### config.mk
export PLATFORM = sky130hd
export DESIGN_NAME = bus_mem_interface
export DESIGN_NICKNAME = d
export VERILOG_FILES = /design/src/rtl/bus_mem_interface_pkg.sv /design/src/rtl/bus_mem_interface.sv
export SDC_FILE = /design/constraint.sdc
export NUM_CORES = 1
export LEC_CHECK = 0
export CELL_PAD_IN_SITES_DETAIL_PLACEMENT = 0
export CELL_PAD_IN_SITES_GLOBAL_PLACEMENT = 1
export CORE_MARGIN = 1.5
export CORE_UTILIZATION = 37
export CTS_CLUSTER_SIZE = 12
export DETAILED_ROUTE_END_ITERATION = 6
export GPL_ROUTABILITY_DRIVEN = 0
export PLACE_DENSITY = 0.93
export SYNTH_ARGS = -nofsm -noshare
export SYNTH_HDL_FRONTEND = slang
export SYNTH_SLANG_ARGS = --single-unit
export TNS_END_PERCENT = 30
### constraint.sdc
create_clock -name clock -period 9.91 [get_ports clock]
set_input_delay 0.991 -clock clock [delete_from_list [all_inputs] [get_ports clock]]
set_output_delay 0.991 -clock clock [all_outputs]
set_load 0.01 [all_outputs]
### src/rtl/bus_mem_interface_pkg.sv
// Bus message codes shared with the coherence logic, plus helpers that
// classify which bus messages the memory side has to service.
package bus_mem_interface_pkg;

  localparam int MSG_CODE_BITS = 4;
  typedef logic [MSG_CODE_BITS-1:0] msg_code_t;

  localparam msg_code_t NO_REQ    = 4'h0;
  localparam msg_code_t R_REQ     = 4'h1;
  localparam msg_code_t RFO_BCAST = 4'h2;
  localparam msg_code_t WB_REQ    = 4'h3;
  localparam msg_code_t FLUSH     = 4'h4;
  localparam msg_code_t MEM_RESP  = 4'h5;
  localparam msg_code_t WS_BCAST  = 4'h6;
  localparam msg_code_t HOLD_BUS  = 4'h7;
  localparam msg_code_t REQ_FLUSH = 4'h8;

  function automatic logic is_mem_req(msg_code_t m);
    return (m == R_REQ) || (m == RFO_BCAST) || (m == WB_REQ) || (m == FLUSH);
  endfunction

  // Write-backs and flushes carry dirty data to the backing store.
  function automatic logic is_mem_write(msg_code_t m);
    return (m == WB_REQ) || (m == FLUSH);
  endfunction

endpackage

### src/rtl/bus_mem_interface.sv
// Memory-side bus agent: captures a granted bus request, issues it to the
// backing store with valid/ready, waits for the response and answers MEM_RESP.
module bus_mem_interface
  import bus_mem_interface_pkg::*;
#(
  parameter int DATA_WIDTH   = 32,
  parameter int ADDRESS_BITS = 32,
  parameter int MSG_BITS     = 4
) (
  input  logic                    clock,
  input  logic                    reset,
  input  logic [MSG_BITS-1:0]     bus_msg,
  input  logic [ADDRESS_BITS-1:0] bus_address,
  input  logic [DATA_WIDTH-1:0]   bus_data,
  input  logic                    req_ready,
  output logic [MSG_BITS-1:0]     mem2controller_msg,
  output logic [DATA_WIDTH-1:0]   mem_bus_data,
  output logic [ADDRESS_BITS-1:0] mem_bus_address,
  output logic                    mem_req_valid,
  input  logic                    mem_req_ready,
  output logic                    mem_req_we,
  output logic [ADDRESS_BITS-1:0] mem_req_addr,
  output logic [DATA_WIDTH-1:0]   mem_req_data,
  input  logic                    mem_resp_valid,
  input  logic [DATA_WIDTH-1:0]   mem_resp_data
);

  typedef enum logic [1:0] {
    IDLE      = 2'd0,
    ISSUE     = 2'd1,
    WAIT_RESP = 2'd2,
    RESPOND   = 2'd3
  } state_t;

  localparam logic [MSG_BITS-1:0] M_NO_REQ   = MSG_BITS'(NO_REQ);
  localparam logic [MSG_BITS-1:0] M_MEM_RESP = MSG_BITS'(MEM_RESP);

  state_t                  state;
  logic [MSG_BITS-1:0]     hold_msg;
  logic [ADDRESS_BITS-1:0] hold_addr;
  logic [DATA_WIDTH-1:0]   hold_data;

  // The holding registers are the request fields, so they stay stable
  // for as long as the backing store stalls.
  assign mem_req_addr = hold_addr;
  assign mem_req_data = hold_data;

  always_ff @(posedge clock or posedge reset) begin
    if (reset) begin
      state              <= IDLE;
      hold_msg           <= '0;
      hold_addr          <= '0;
      hold_data          <= '0;
      mem_req_valid      <= 1'b0;
      mem_req_we         <= 1'b0;
      mem2controller_msg <= M_NO_REQ;
      mem_bus_data       <= '0;
      mem_bus_address    <= '0;
    end else begin
      case (state)
        IDLE: begin
          if (req_ready && is_mem_req(MSG_CODE_BITS'(bus_msg))) begin
            hold_msg      <= bus_msg;
            hold_addr     <= bus_address;
            hold_data     <= bus_data;
            mem_req_valid <= 1'b1;
            mem_req_we    <= is_mem_write(MSG_CODE_BITS'(bus_msg));
            state         <= ISSUE;
          end
        end
        ISSUE: begin
          if (mem_req_valid && mem_req_ready) begin
            mem_req_valid <= 1'b0;
            mem_req_we    <= 1'b0;
            state         <= WAIT_RESP;
          end
        end
        WAIT_RESP: begin
          if (mem_resp_valid) begin
            mem_bus_data       <= is_mem_write(MSG_CODE_BITS'(hold_msg)) ? hold_data
                                                                         : mem_resp_data;
            mem_bus_address    <= hold_addr;
            mem2controller_msg <= M_MEM_RESP;
            state              <= RESPOND;
          end
        end
        RESPOND: begin
          if (bus_msg == M_NO_REQ) begin
            mem2controller_msg <= M_NO_REQ;
            state              <= IDLE;
          end
        end
        default: begin
          mem_req_valid      <= 1'b0;
          mem_req_we         <= 1'b0;
          mem2controller_msg <= M_NO_REQ;
          state              <= IDLE;
        end
      endcase
    end
  end

endmodule

==> impl_metrics.tcl <==
set metrics [dict create \
    outcome "completed" \
    synth_ff_type "dfrtp_1" \
    wl_met3_um 1180 \
    grt_pass1_wl_um 22300 \
    layout_min_cycle_time_ns 3.39 \
    grtUsageTotal_pct 17.5 \
    gr-total-overflow 0 \
    postCtsSetupBuffers 0 \
    dieArea_um2 16800 \
    cts.hold.buffers_added 0 \
    num_antenna_cells 0 \
    critPathRequiredTime_ns 10.20 \
    finalWirelength_um 14600 \
    drv_slew 0 \
    fmax_ghz 0.295 \
    synth.area.top_cells "dfrtp_1, mux2_4, mux2_2, mux2i_1, a21oi_1" \
    viasPerCell 4.68 \
    cp_top_family "buffers and inverters" \
    cp-start-kind "input port" \
    cts_tree "built" \
    arrival_ns 3.68 \
    tns_ns 0 \
    clock_skew_ns 0.00756 \
    rows 46 \
    numCtsBuffers 17 \
    top_layer_used "met4" \
    core_um2 15800 \
    yosysWarnings 0 \
    die_x_um 130 \
    area_growth_pct 50.7 \
    min_path_type "reg2reg" \
    report.final.hold_viol_count 0 \
    path_clk_slew_ns 0.06 \
    rr_worst_depth 6 \
    grt_pass1_vias 4262 \
    synth_cells 402 \
    min_to "mem_bus_address[9]" \
    clk_latency_ns 0.41 \
    multiInputGateArea_um2 2250 \
    synth_edf_count 0 \
    critical_path_class "in2reg" \
    cp_slowest_cell "buf_4" \
    crit_fanout 42 \
    wl_per_cell_um 16.9 \
    num-nets-final 745 \
    yosysTopAreaCell "dfrtp_1" \
    seq_area_frac_synth_pct 57.7 \
    ys_ff_latch 137 \
    register_area_um2 3430 \
    rsz0062_at_grt "no" \
    slew_headroom_pct 25.9 \
    hold_depth 1 \
    grt_max_degree 98 \
    p_leak_uw 0.00397 \
    holdCritStartpoint "mem_bus_address[9]" \
    setup_viol 0 \
    port-buffer-count 236 \
    placed_area_um2 8370 \
    synth_common_cells "dfrtp_1, mux2_4, nor2_1" \
    synth.top_cell.area_share_pct 57.7 \
    r2r-end "hold_msg[0]" \
    power.density_nw_per_um2 335 \
    antenna_found_initial 0 \
    fin_crit_sh_pct 34.3 \
    cp.buffers_inverters 2 \
    cts-resized-gates 0 \
    wl_met2_um 7170 \
    hpwl_um 10100 \
    drt.antenna.violating_nets 0 \
    ios 239 \
    clockBufferDepth 2 \
    drv_cap 0 \
    via_count 4044 \
    fin_hold_ws_ns 0.506 \
    reg2reg_slack_ns 7.04 \
    drt-met1-wl_um 6020 \
    die_h_um 130 \
    dp.cells 833 \
    critPathMaxStageDelay_ns 0.73 \
    endpoint_kind "register" \
    fin_cells 865 \
    synthArstFlopShare_pct 100 \
    synth.distinct_cells 30 \
    dr.pass1.iters 4 \
    syn_area_um2 5940 \
    final_layout_size_suffix_gt1_share_pct 21.1 \
    yosysMostFrequentCell "dfrtp_1" \
    synth.avg_cell_area_um2 14.8 \
    cp_cell_sequence "clkdlybuf4s50_1 -> o21ai_1 -> and4bb_4 -> buf_4 -> mux2_4" \
    htreeDepth 4 \
    drcViolationCount 0 \
    cts-root-buf "clkbuf_16" \
    design_area_um2 8960 \
    fillCellCount 1294 \
    reg2reg_from "state[0]" \
    tightest_slew_ns 1.11 \
    drt_iter0_drc 79 \
    start_util_pct 37.7 \
    vdd_drop_max_mv 0.164 \
    clock_sinks 137 \
]
power by group:
| group | internal [µW] | leakage, µW | switching [µW] | total [µW] |
|---|---|---|---|---|
| logic | 838 | 0.00205 | 506 | 1340 |
| registers | 837 | 0.00164 | 196 | 1030 |
| clock network | 396 | 0.000283 | 226 | 623 |
registers in the layout, indices dropped and copies added (netlist names):
signal	count
hold_msg	4
state	2
mem_bus_data	32
mem_req_addr	32
mem2controller_msg	1
mem_req_valid	1
mem_bus_address	32
mem_req_we	1
mem_req_data	32
cells by family (layout without fill, tap and decap cells):
logic type | Yosys count | count (layout) | synth area share [%]
buf+inv | 33 | 279 | 4.71
flops | 137 | 137 | 57.7
compound gates | 46 | 46 | 4.25
other cells | 1 | 2 | 0.0631
mux | 132 | 132 | 28.6
fa+ha+maj | 4 | 4 | 0.842
simple gates | 49 | 49 | 3.83
how the worst max path moves through the flow:
stage	from	endpoint	slack (ns)	cells after the start
2_1_floorplan	reset	hold_msg[0]	5.25	1
3_3_place_gp	bus_msg[3]	hold_msg[0]	6.22	5
3_5_place_dp	bus_msg[0]	mem_req_addr[26]	6.14	5
4_1_cts	bus_msg[0]	hold_msg[0]	6.56	5
5_1_grt	bus_msg[0]	hold_msg[0]	6.46	5
6_report	bus_msg[0]	hold_msg[0]	6.52	5
through the flow:
step                      setup slack (ns)  utilization [%]  total power, µW
after floorplan                       5.25                -             1690
after global placement                6.22             53.1             2340
after detailed placement              6.14             53.1             2390
after CTS                             6.56             56.8             3030
after global routing                  6.46             56.8             3170
final                                 6.52             56.8             3000
metal layers:
layer  track usage (%)  vias to the layer above
met4              5.88                        0
met1              20.4                     1997
met3              6.97                       16
met5                 0                        -
met2              29.5                      163
li1                  -                     1868
layout make-up:
cell class	instances	area share (%)
Timing Repair Buffer	239	26.6
Multi-Input combinational cell	233	25.2
Inverter	8	0.391
Tap cell	216	3.02
Clock inverter	7	1.01
Clock buffer	25	5.53
Sequential cell	137	38.3
layout by cell type (no fill, tap or decap):
cell type,instances
clkdlybuf4s50_1,236
dfrtp_1,137
mux2_4,68
nor2_1,37
a21oi_1,36
mux2i_1,32
mux2_2,30
clkbuf_16,17
inv_1,6
nand2_1,4
ha_1,4
clkbuf_1,4
clkbuf_8,4
o21ai_1,3
clkinv_2,3
buf_4,3
or3_4,2
mux2_1,2
conb_1,2
clkinvlp_4,2
bufinv_16,2
nand2b_1,1
and4bb_4,1
and2_4,1
and3b_1,1
nor3b_1,1
o21ai_4,1
o41ai_1,1
a22o_1,1
nor4_1,1
inv_6,1
inv_2,1
o31ai_1,1
o41ai_2,1
o21ai_0,1
a31oi_1,1
Power figures use the tool's default switching activity.
